==> src/rtl/ccta_pkg.sv <==
// Shared encodings for the CCTA arbiter slice: FSM states, opcodes and requester IDs.
// Every ccta_* file imports this package.
package ccta_pkg;

    typedef enum logic [1:0] {
        StIdle = 2'd0,
        StExec = 2'd1,
        StDone = 2'd2
    } state_e;

    localparam logic OP_ADD = 1'b0;
    localparam logic OP_SUB = 1'b1;

    localparam logic REQ0 = 1'b0;
    localparam logic REQ1 = 1'b1;

    // Requester 0 wins unless requester 1 is alone or requester 0 was served last.
    function automatic logic pick_r0(logic v0, logic v1, logic last);
        return v0 && (!v1 || last == REQ1);
    endfunction

endpackage

==> src/rtl/ccta_alu.sv <==
// Shared add/subtract datapath. Operands are zero-extended, so subtraction wraps
// modulo 2^(W+1).
module ccta_alu
    import ccta_pkg::*;
#(
    parameter int unsigned W = 4
) (
    input  logic         op,
    input  logic [W-1:0] a,
    input  logic [W-1:0] b,
    output logic [W:0]   q
);

    logic [W:0] a_ext;
    logic [W:0] b_ext;

    assign a_ext = {1'b0, a};
    assign b_ext = {1'b0, b};

    always_comb begin
        q = a_ext + b_ext;
        if (op == OP_SUB) begin
            q = a_ext - b_ext;
        end
    end

endmodule

==> src/rtl/ccta_arb.sv <==
// Round-robin arbiter and sequencer sharing one ccta_alu between two requesters.
// IDLE accepts one request, EXEC registers the result, DONE holds it until consumed.
module ccta_arb
    import ccta_pkg::*;
#(
    parameter int unsigned W    = 4,
    parameter int unsigned CNTW = 8
) (
    input  logic            clk,
    input  logic            rst_n,

    input  logic            r0_valid,
    output logic            r0_ready,
    input  logic            r0_op,
    input  logic [W-1:0]    r0_a,
    input  logic [W-1:0]    r0_b,

    input  logic            r1_valid,
    output logic            r1_ready,
    input  logic            r1_op,
    input  logic [W-1:0]    r1_a,
    input  logic [W-1:0]    r1_b,

    output logic            res_valid,
    input  logic            res_ready,
    output logic            res_id,
    output logic [W:0]      res_q,

    output logic            busy,
    output logic [CNTW-1:0] op_cnt
);

    state_e         state;
    logic           last;
    logic           op_q;
    logic [W-1:0]   a_q;
    logic [W-1:0]   b_q;
    logic           id_q;
    logic [W:0]     alu_q;
    logic           gnt0;
    logic           gnt1;

    assign gnt0 = pick_r0(r0_valid, r1_valid, last);
    assign gnt1 = r1_valid && !gnt0;

    // Readies are gated by rst_n so they read 0 while reset is held, whatever the valids do.
    assign r0_ready = rst_n && (state == StIdle) && gnt0;
    assign r1_ready = rst_n && (state == StIdle) && gnt1;
    assign busy     = (state != StIdle);

    ccta_alu #(
        .W (W)
    ) u_alu (
        .op (op_q),
        .a  (a_q),
        .b  (b_q),
        .q  (alu_q)
    );

    always_ff @(posedge clk or negedge rst_n) begin
        if (!rst_n) begin
            state     <= StIdle;
            last      <= REQ1;
            op_q      <= OP_ADD;
            a_q       <= '0;
            b_q       <= '0;
            id_q      <= REQ0;
            res_valid <= 1'b0;
            res_id    <= REQ0;
            res_q     <= '0;
            op_cnt    <= '0;
        end else begin
            unique case (state)
                StIdle: begin
                    if (gnt0) begin
                        op_q  <= r0_op;
                        a_q   <= r0_a;
                        b_q   <= r0_b;
                        id_q  <= REQ0;
                        state <= StExec;
                    end else if (gnt1) begin
                        op_q  <= r1_op;
                        a_q   <= r1_a;
                        b_q   <= r1_b;
                        id_q  <= REQ1;
                        state <= StExec;
                    end
                end
                StExec: begin
                    res_q     <= alu_q;
                    res_id    <= id_q;
                    res_valid <= 1'b1;
                    state     <= StDone;
                end
                StDone: begin
                    if (res_ready) begin
                        res_valid <= 1'b0;
                        op_cnt    <= op_cnt + 1'b1;
                        last      <= res_id;
                        state     <= StIdle;
                    end
                end
                default: state <= StIdle;
            endcase
        end
    end

endmodule

==> config.mk <==
export PLATFORM = sky130hd
export DESIGN_NAME = ccta_arb
export DESIGN_NICKNAME = d
export VERILOG_FILES = /design/src/rtl/ccta_pkg.sv /design/src/rtl/ccta_alu.sv /design/src/rtl/ccta_arb.sv
export SDC_FILE = /design/constraint.sdc
export NUM_CORES = 1
export LEC_CHECK = 0
export CORE_UTILIZATION = 40
export CTS_BUF_LIST = sky130_fd_sc_hd__clkbuf_8
export CTS_CLUSTER_SIZE = 12
export DETAILED_ROUTE_END_ITERATION = 10
export HOLD_SLACK_MARGIN = 0.1
export PLACE_DENSITY_LB_ADDON = 0.15
export SETUP_SLACK_MARGIN = 0.1
export SYNTH_ARGS = -nofsm -noshare
export SYNTH_HDL_FRONTEND = slang
export SYNTH_HIERARCHICAL = 1
export SYNTH_SLANG_ARGS = --single-unit
==> constraint.sdc <==
create_clock -name clk -period 2.5 [get_ports clk]
set_input_delay 0.625 -clock clk [delete_from_list [all_inputs] [get_ports clk]]
set_output_delay 0.625 -clock clk [all_outputs]
set_load 0.01 [all_outputs]
==> impl_metrics.json, run 1 <==
{
  "synth_cell_type_count": 35,
  "fin_crit_sh_pct": 91.5,
  "fin_tns_setup_ps": 0,
  "rows": 21,
  "layoutNonFillerInstCount": 233,
  "place_area_um2": 1950,
  "r2r_end": "res_q[4]",
  "holdCritStartpoint": "op_cnt[7]",
  "critical_path_class": "flip-flop to output pin",
  "synth-main-ff-cell": "dfrtp_1",
  "synth-async-reset-ratio_pct": 100,
  "clock_sinks": 28,
  "synth_top_cells_by_count": "dfrtp_1, a21oi_1, nand3_1, o21ai_0",
  "io_pins": 41,
  "diodes": 0,
  "grt_use_total_pct": 17.0,
  "port_buffers": 40,
  "syn_nets": 173,
  "maxSlewHeadroom_pct": 57.5,
  "hold_end": "op_cnt[7]",
  "synth_edf_count": 0,
  "area_delta_synth_final_pct": 35.5,
  "cts-root-buf": "clkbuf_8",
  "setup_violations": 0,
  "dpl.hpwl_um": 2350,
  "hold_slack_ps": 477,
  "antenna_found_initial": 0,
  "grt_setup_unrepaired": "no",
  "tightest_slew_ps": 637,
  "irDropWorstVdd_mv": 0.412,
  "core-area_um2": 3440,
  "yosysMostFrequentCell": "dfrtp_1",
  "reg2reg_depth": 8,
  "drt_iter0_markers": 35,
  "fmax_mhz": 437,
  "grt_pass1_wl_um": 5440,
  "place_inst": 229,
  "final_nets": 218,
  "yosysTopAreaCell": "dfrtp_1",
  "cts_buffers": 3,
  "synth.yosys.seq_area_share_pct": 47.2,
  "ant_nets": 0,
  "status": "finished clean",
  "cts_hold_buf": 0,
  "gp_congestion": 0.845,
  "grt_remaining_overflow": 0,
  "end_kind": "output pin",
  "ctsHtreeMaxLevel": 1,
  "cts_tree": "yes",
  "min_path_type": "flip-flop to flip-flop",
  "drt-pass1-iter-count": 4,
  "syn_area_per_cell_um2": 10.4,
  "synth-seq-cells": 28,
  "arrival_ps": 1660,
  "grt_use_met2_pct": 28.1,
  "via_per_inst": 5.03,
  "die_h_um": 63.0,
  "clk_latency_ps": 270,
  "wl_um": 2970,
  "fin_area_um2": 2010,
  "power_density_nw_per_um2": 1230,
  "cap_viol_max_count": 0,
  "place_ws_ps": -271,
  "startpoint_type": "flip-flop",
  "leakagePower_uw": 0.000887,
  "wire_per_inst_um": 12.8,
  "period_minus_slack_ps": 2290,
  "r2r-start": "b_q[0]",
  "cts_max_path_buffers": 2,
  "drc": 0,
  "grtUsageMet3_pct": 2.19,
  "netlist.area_leader.share_pct": 45.5,
  "fin_skew_ps": 1.40,
  "fin_ws_ps": 212,
  "path_clk_slew_ps": 90,
  "synth_area_um2": 1490,
  "dieArea_um2": 3960,
  "grt_pass1_vias": 1207,
  "report.final.hold_viol_count": 0,
  "cp_data_required_time_ps": 1880,
  "timing.reg2reg.setup_slack_ps": 440,
  "netlist_instances": 143,
  "grt-busiest-layer": "met2",
  "die_w_um": 63.0,
  "vias": 1171,
  "path_max_fanout": 11,
  "drive_gt1_share_pct": 14.4,
  "ys_top_cells_by_area": "dfrtp_1, mux2_2, ha_1, a21oi_1, xor2_1",
  "grt_max_degree": 29,
  "holdPathStages": 1,
  "cts_setup_buffers": 0,
  "start_util_pct": 43.2,
  "ys_warn_count": 6,
  "met1_usage_pct": 22.7,
  "report.final.slew_viol_count": 0
}
[registers in the layout, indices dropped and copies added (netlist names)]
name / count
a_q: 4
b_q: 4
id_q: 1
last: 1
op_cnt: 8
op_q: 1
res_id: 1
res_q: 5
res_valid: 1
state: 2
[logic make-up (layout without fill, tap and decap cells)]
kind of cell / after synthesis / count (layout) / synth area share, %
buffers and inverters: 14 / 58 / 4.80
flip-flops: 28 / 28 / 47.2
AND/OR/NAND/NOR: 39 / 39 / 14.5
adder cells (fa/ha/maj): 7 / 7 / 6.40
multiplexers: 9 / 9 / 6.73
XOR/XNOR: 12 / 12 / 7.07
AO/OA/AOI/OAI: 34 / 34 / 13.3
[metrics by stage]
| stage | total power [uW] | util, % |
|---|---|---|
| floorplan | 1720 | - |
| global placement | 2110 | 56.6 |
| detailed placement | 2160 | 56.6 |
| CTS | 2510 | 58.4 |
| global route | 2730 | 58.5 |
| finish | 2480 | 58.5 |
[report_power, final]
group / internal (uW) / switching, uW / leakage (uW)
registers: 662 / 186 / 0.000333
clock network: 214 / 133 / 0.0000357
logic: 705 / 581 / 0.000519
[worst max-delay path, stage by stage (launching register included)]
cell	delay, ps
dfrtp_1	460
nor2_2	180
buf_4	200
inv_1	70
clkdlybuf4s50_1	470
[cell type report]
type,instances,area (um^2)
Fill cell,310,1430
Multi-Input combinational cell,101,716
Clock inverter,1,30.0
Sequential cell,28,702
Timing Repair Buffer,46,438
Inverter,8,30.0
Clock buffer,3,41.3
Tap cell,46,57.6
[cell usage in the layout, fill, tap and decap left out, types with 2 or more instances in the layout]
| cell | n |
|---|---|
| o21ai_0 | 9 |
| clkbuf_8 | 3 |
| inv_1 | 8 |
| dfrtp_1 | 27 |
| clkdlybuf4s50_1 | 37 |
| mux2_2 | 8 |
| nor2_1 | 5 |
| nor3_1 | 3 |
| ha_1 | 6 |
| xnor2_1 | 5 |
| nand2_1 | 5 |
| buf_4 | 6 |
| a31oi_1 | 8 |
| xor2_1 | 7 |
| nand3_1 | 12 |
| nor2b_1 | 2 |
| buf_2 | 2 |
| a21oi_1 | 13 |
[how the worst max path moves through the flow]
stage | start | to | slack [ps] | cells past startpoint
floorplan | r1_valid | r1_ready | 560 | 4
global placement | r1_valid | r1_ready | -250 | 5
detailed placement | r1_valid | r1_ready | -270 | 5
CTS | r1_valid | r1_ready | 130 | 5
global route | state[1] | busy | 130 | 4
finish | state[1] | busy | 210 | 4
[metal layers]
| layer | up-vias | wire [um] |
|---|---|---|
| met3 | 2 | 106 |
| met4 | 0 | 33 |
| li1 | 589 | - |
| met5 | - | 0 |
| met1 | 550 | 1470 |
| met2 | 30 | 1360 |
[what timing repair did]
| item | CTS | global route |
|---|---|---|
| resized for setup | 8 | 2 |
| endpoints found under the setup margin | 2 | 2 |
| hold endpoints to repair | 0 | 0 |
| pin swaps | 1 | 2 |
Power figures use the tool's default switching activity.
==> run 2, diff against run 1 <==
Settings changed: ABC_AREA set to 1, SLEW_MARGIN set to 20.
==> run 2 against run 1 <==
Compared with the run above:
- final area grew 8.0%
- global-route usage shrank 0.19 points
- non-clock buffer count is the same
- register-to-register slack is essentially flat
- power grew 3.9%
- critical path type is now primary input to output pin
- critical endpoint is now r0_ready
==> impl_metrics.json, run 2 <==
{
  "grt_pass1_wl_um": 5510,
  "syn_area_per_cell_um2": 7.78,
  "ant_nets": 0,
  "arrival_ps": 1670,
  "grt_remaining_overflow": 0,
  "cts_tree": "yes",
  "path_max_fanout": 2,
  "cp_data_required_time_ps": 1880,
  "wl_um": 3170,
  "leakagePower_uw": 0.00114,
  "start_util_pct": 43.1,
  "yosysTopAreaCell": "dfrtp_1",
  "layout_commonest_cell": "nand2_1",
  "area_delta_synth_final_pct": 33.8,
  "drc": 0,
  "p_clk_share_pct": 14.2,
  "cts_hold_buf": 0,
  "grt_use_met2_pct": 28.1,
  "core-area_um2": 3770,
  "grt_max_degree": 29,
  "drive_gt1_share_pct": 10.5,
  "reg2reg_depth": 9,
  "min_path_type": "flip-flop to flip-flop",
  "diodes": 0,
  "synth-seq-cells": 28,
  "report.final.hold_viol_count": 0,
  "largest-register": "op_cnt",
  "cts_max_path_buffers": 2,
  "irDropWorstVdd_mv": 0.610,
  "utilization_pct": 57.7,
  "r2r_end": "res_q[3]",
  "antenna_found_initial": 0,
  "p_sw_uw": 1030,
  "critical_path_class": "primary input to output pin",
  "r2r-start": "b_q[0]",
  "synth_edf_count": 0,
  "drt_iter0_markers": 36,
  "yosysMostFrequentCell": "nand2_1",
  "gp_congestion": 0.791,
  "fin_skew_ps": 2.48,
  "end_kind": "output pin",
  "finalPower_uw": 2580,
  "report.final.slew_viol_count": 0,
  "syn_nets": 239,
  "timing.reg2reg.setup_slack_ps": 430,
  "cts_setup_buffers": 0,
  "dieArea_um2": 4330,
  "via_per_inst": 4.61,
  "ctsHtreeMaxLevel": 1,
  "p_int_uw": 1540,
  "final_nets": 287,
  "dpl.hpwl_um": 2500,
  "die_h_um": 65.8,
  "fin_crit_sh_pct": 92.0,
  "met1_usage_pct": 20.8,
  "io_pins": 41,
  "hold_end": "res_valid",
  "ys_top_cells_by_area": "dfrtp_1, nand2_1, inv_1, ha_1, nand3_1",
  "synth-main-ff-cell": "dfrtp_1",
  "grtUsageMet3_pct": 2.59,
  "top_regs": "op_cnt: 8 flops, res_q: 5 flops",
  "cts-root-buf": "clkbuf_8",
  "vias": 1402,
  "grt-busiest-layer": "met2",
  "place_ws_ps": -144,
  "synth_cell_type_count": 21,
  "period_minus_slack_ps": 2300,
  "die_w_um": 65.8,
  "combinationalPowerShare_pct": 54.1,
  "cts_buffers": 3,
  "power_density_nw_per_um2": 1180,
  "largest_reg_flops": 8,
  "cap_viol_max_count": 0,
  "fmax_mhz": 435,
  "power_frac_seq_pct": 31.7,
  "ys_warn_count": 6,
  "synth_area_um2": 1630,
  "grt_setup_unrepaired": "no",
  "p_sw_share_pct": 40.1,
  "synth_top_cells_by_count": "nand2_1, dfrtp_1, inv_1, nand3_1, nor2_1",
  "netlist.area_leader.share_pct": 41.5,
  "holdCritStartpoint": "res_valid",
  "status": "finished clean",
  "synth.yosys.seq_area_share_pct": 43.2,
  "path_clk_slew_ps": 100,
  "wire_per_inst_um": 10.4,
  "rows": 22,
  "tightest_slew_ps": 437,
  "clk_latency_ps": 280,
  "maxSlewHeadroom_pct": 70.6,
  "startpoint_type": "primary input",
  "clock_sinks": 28,
  "grt_pass1_vias": 1315,
  "netlist_instances": 209,
  "grt_use_total_pct": 16.9,
  "holdPathStages": 2,
  "layout_common_cells": "nand2_1, clkdlybuf4s50_1, dfrtp_1",
  "synth-async-reset-ratio_pct": 100,
  "fin_ws_ps": 200,
  "port_buffers": 40,
  "drt-pass1-iter-count": 4,
  "setup_violations": 0
}
==> run 2: power by group through the flow <==
stage               sequential [uW]  clock [uW]  combinational, uW
floorplan                       845           0                927
global placement                824           0               1390
detailed placement              834           0               1410
CTS                             824         377               1420
global route                    852         395               1590
finish                          818         366               1390
==> run 2: logic make-up after synthesis <==
kind of cell	Yosys count	synth area share, %
AOI/OAI and AO/OA	10	3.77
xor gates and xnor gates	6	3.23
adders and majority gates	7	5.85
buffers and inverters	27	7.38
DFF	28	43.2
muxes	5	3.46
and+or+nand+nor	126	33.2
==> run 2: metal layers <==
layer	routed length, um	vias up
met3	128	5
met2	1440	36
met4	74	0
met1	1520	625
met5	0	-
li1	-	736
==> run 2: worst max-delay path by stage <==
stage | from | to
floorplan | b_q[0] | res_q[3]
global placement | r1_valid | r1_ready
detailed placement | r1_valid | r1_ready
CTS | r1_valid | r1_ready
global route | rst_n | r0_ready
finish | rst_n | r0_ready
==> run 2: repair_timing <==
item	4_1_cts	5_1_grt
pin swaps	0	0
setup endpoints to repair	2	2
resized for setup	2	2
==> run 2: per-stage QoR <==
| stage | std cells | setup TNS, ps | hold slack, ps | area, um^2 |
|---|---|---|---|---|
| finish | 304 | 0 | 482 | 2180 |
| global route | 304 | 0 | 530 | 2180 |
| CTS | 304 | 0 | 488 | 2170 |
| detailed placement | 300 | -248 | 464 | 2100 |
| global placement | 300 | -252 | 454 | 2100 |
| floorplan | 209 | 0 | 329 | 1630 |
==> run 2: cell type report <==
| type | count | area (um^2) |
|---|---|---|
| clock buffers | 3 | 41.3 |
| clock inverters | 1 | 30.0 |
| fillers | 366 | 1600 |
| inverters | 24 | 90.1 |
| multi-input cells | 154 | 805 |
| flip-flops and latches | 28 | 702 |
| well taps | 48 | 60.1 |
| repair buffers | 46 | 448 |
==> run 2: critical path: stages <==
cell and delay (ps):
clkdlybuf4s50_1 500, inv_1 80, nor3_1 180, dlygate4sd2_1 290
==> RTL change (config.mk and constraints of run 2) <==
The parameter `CNTW` goes from 8 to 9.
--- a/src/rtl/ccta_arb.sv
+++ b/src/rtl/ccta_arb.sv
@@ -4,7 +4,7 @@
     import ccta_pkg::*;
 #(
     parameter int unsigned W    = 4,
-    parameter int unsigned CNTW = 8
+    parameter int unsigned CNTW = 9
 ) (
     input  logic            clk,
     input  logic            rst_n,
Ports: changed (resized op_cnt); port bits go from 41 to 42. No check against the original RTL was run, so the function may have changed too.
==> RTL change against run 2 <==
Routed wire length increased by 4.8%; sequential share of layout area grew 0.20 points; synthesized cell count grew 2.9%; power down 1.1%; synthesized area is 3.3% higher; sequential power grew 0.9%; sequential cell count is 1 higher; design area is 2.9% higher; worst setup slack worse by 0.032 ns; critical endpoint unchanged; highest routed layer unchanged.
==> RTL change: results (changes against run 2) <==
** Layout
- Share of cells above drive strength 1 :: 9.74% (-0.81 points)
- The largest registers in the layout are op_cnt x9, res_q x5.
- The number of nets at the end of the flow is 296 (+3.1%).
- The antenna cell count came to 0 (unchanged).
- Filler cell count in the final layout :: 403 (+10%)

** GRT
- The overall global routing resource usage came to 17.9% (+1.0 points).
- First-pass GRT wire length :: 5.87 mm (+6.4%)
- Via count of the first global-routing pass :: 1375 (+4.6%)
- Pin count of the biggest net entering global routing :: 30 (+3.4%)

** Placement
- The pre-CTS worst setup slack was -0.168 ns (-0.0242 ns).
- The routability congestion estimate is 0.778 (-1.6%).
- Number of port buffers :: 41 (+2.5%)
- The detailed-placement wirelength estimate came to 2.56 mm (+2.1%).

** Min path
- The count of cells along the worst hold path came to 2 (unchanged).
- The worst hold path belongs to the class register to register.

** Clocking
- Source-to-sink clock delay at the later pin of the worst-skew pair :: 0.28 ns (about the same)
- The maximum level of the CTS H-tree came to 2 (+1).
- Num CTS Buffers :: 5 (+2)
- Clock-pin slew on the worst setup and hold paths :: 0.06 ns (-0.04 ns)

** Setup path
- Data arrival at the endpoint of the critical path :: 1.71 ns (+0.04 ns)
- The endpoint identified for the worst register-to-register timing path is res_q[3].
- Register-to-register setup slack :: 0.50 ns (+0.07 ns)
- Number of cell instances on the worst register-to-register path :: 11 (+2)
- The maximum single-stage delay on the critical path came to 0.53 ns (+0.03 ns).

** STA
- The actual slew at the worst max-slew pin came to 0.383 ns (-0.0540 ns).
- Worst clock skew :: 0.00344 ns (+0.000957 ns)

** Drt
- The average via count per standard cell is 4.49 (-2.7%).
- The count of TritonRoute iterations in the first routing pass is 4 (unchanged).
- The mean routed wirelength per cell was 10.5 µm (+0.47%).
- The post-route DRC violation count came to 0 (unchanged).
- The starting DRC count in detailed routing is 48 (+33%).

** Yosys
- The post-synthesis cell type count was 22 (+4.8%).
- Synth area leaders :: dfrtp_1, nand2_1, inv_1, ha_1, nand3_1
- The synthesized netlist net count is 245 (+2.5%).
- Portion of the post-synthesis area used by sequential elements :: 43.3% (+0.11 points)
- By count the netlist is led by nand2_1, dfrtp_1, inv_1.

** Power and ir drop
- The worst-case vdd ir drop was 0.000490 V (-20%).
- The leakage power total came to 1.17 nW (+2.7%).

** Status
- The flow ran to the end, and the final reports show no timing, DRC or antenna violations.
RTL change: what timing repair did:
action | 4_1_cts | 5_1_grt
resized for setup | 4 | 0
setup buffers | 0 | 0
setup endpoints to repair | 2 | 0
RTL change: worst max path at each step:
stage	cells after the start	slack, ns	start	end
final	4	0.17	rst_n	r0_ready
after global routing	4	0.14	rst_n	r0_ready
after CTS	4	0.17	rst_n	r0_ready
after detailed placement	6	-0.17	r1_valid	r1_ready
after global placement	6	-0.15	r1_valid	r1_ready
after floorplan	11	0.62	b_q[0]	res_q[3]
RTL change: cells by family after synthesis:
logic type / Yosys count / synth area share, %
AO/OA/AOI/OAI: 10 / 3.65
XOR/XNOR: 6 / 3.13
multiplexers: 5 / 3.35
AND/OR/NAND/NOR: 129 / 33.0
adder cells (fa/ha/maj): 7 / 5.66
buffers and inverters: 29 / 7.97
flip-flops: 29 / 43.3
RTL change: through the flow:
| step | utilization (%) | hold slack, ns | std cells | total power [mW] | instance area (µm²) |
|---|---|---|---|---|---|
| detailed placement | 53.7 | 0.458 | 309 | 2.23 | 2160 |
| global placement | 53.7 | 0.454 | 309 | 2.20 | 2160 |
| CTS | 55.6 | 0.473 | 317 | 2.59 | 2240 |
| floorplan | - | 0.329 | 215 | 1.76 | 1680 |
| finish | 55.6 | 0.471 | 317 | 2.55 | 2240 |
| global route | 55.6 | 0.518 | 317 | 2.82 | 2240 |
RTL change: power breakdown:
part	leakage, nW	internal [mW]	switching, mW
combinational	0.755	0.660	0.711
clock	0.0519	0.185	0.168
sequential	0.361	0.672	0.153
RTL change: worst max-delay path: cells and delay by family:
family / cells / cell delay, ns
buffers and inverters: 3 / 0.90
and+or+nand+nor: 1 / 0.18
RTL change: area by class of cell:
class                      instances  area share, %
clock buffer                       5           3.07
clock inverter                     3          0.503
inverter                          26           4.47
multi-input combinational        157           36.6
sequential                        29           32.5
tap                               50           2.79
timing repair buffer              47           20.1
RTL change: layer usage:
metal  share of wire, %  wire length, µm  global-route usage (%)  vias up
li1                   -                -                       -      761
met3                5.9              197                    5.99        5
met4                1.7               57                    7.98        0
met5                  0                0                       0        -
met1                 48             1580                    21.9      614
met2                 45             1480                    28.2       42
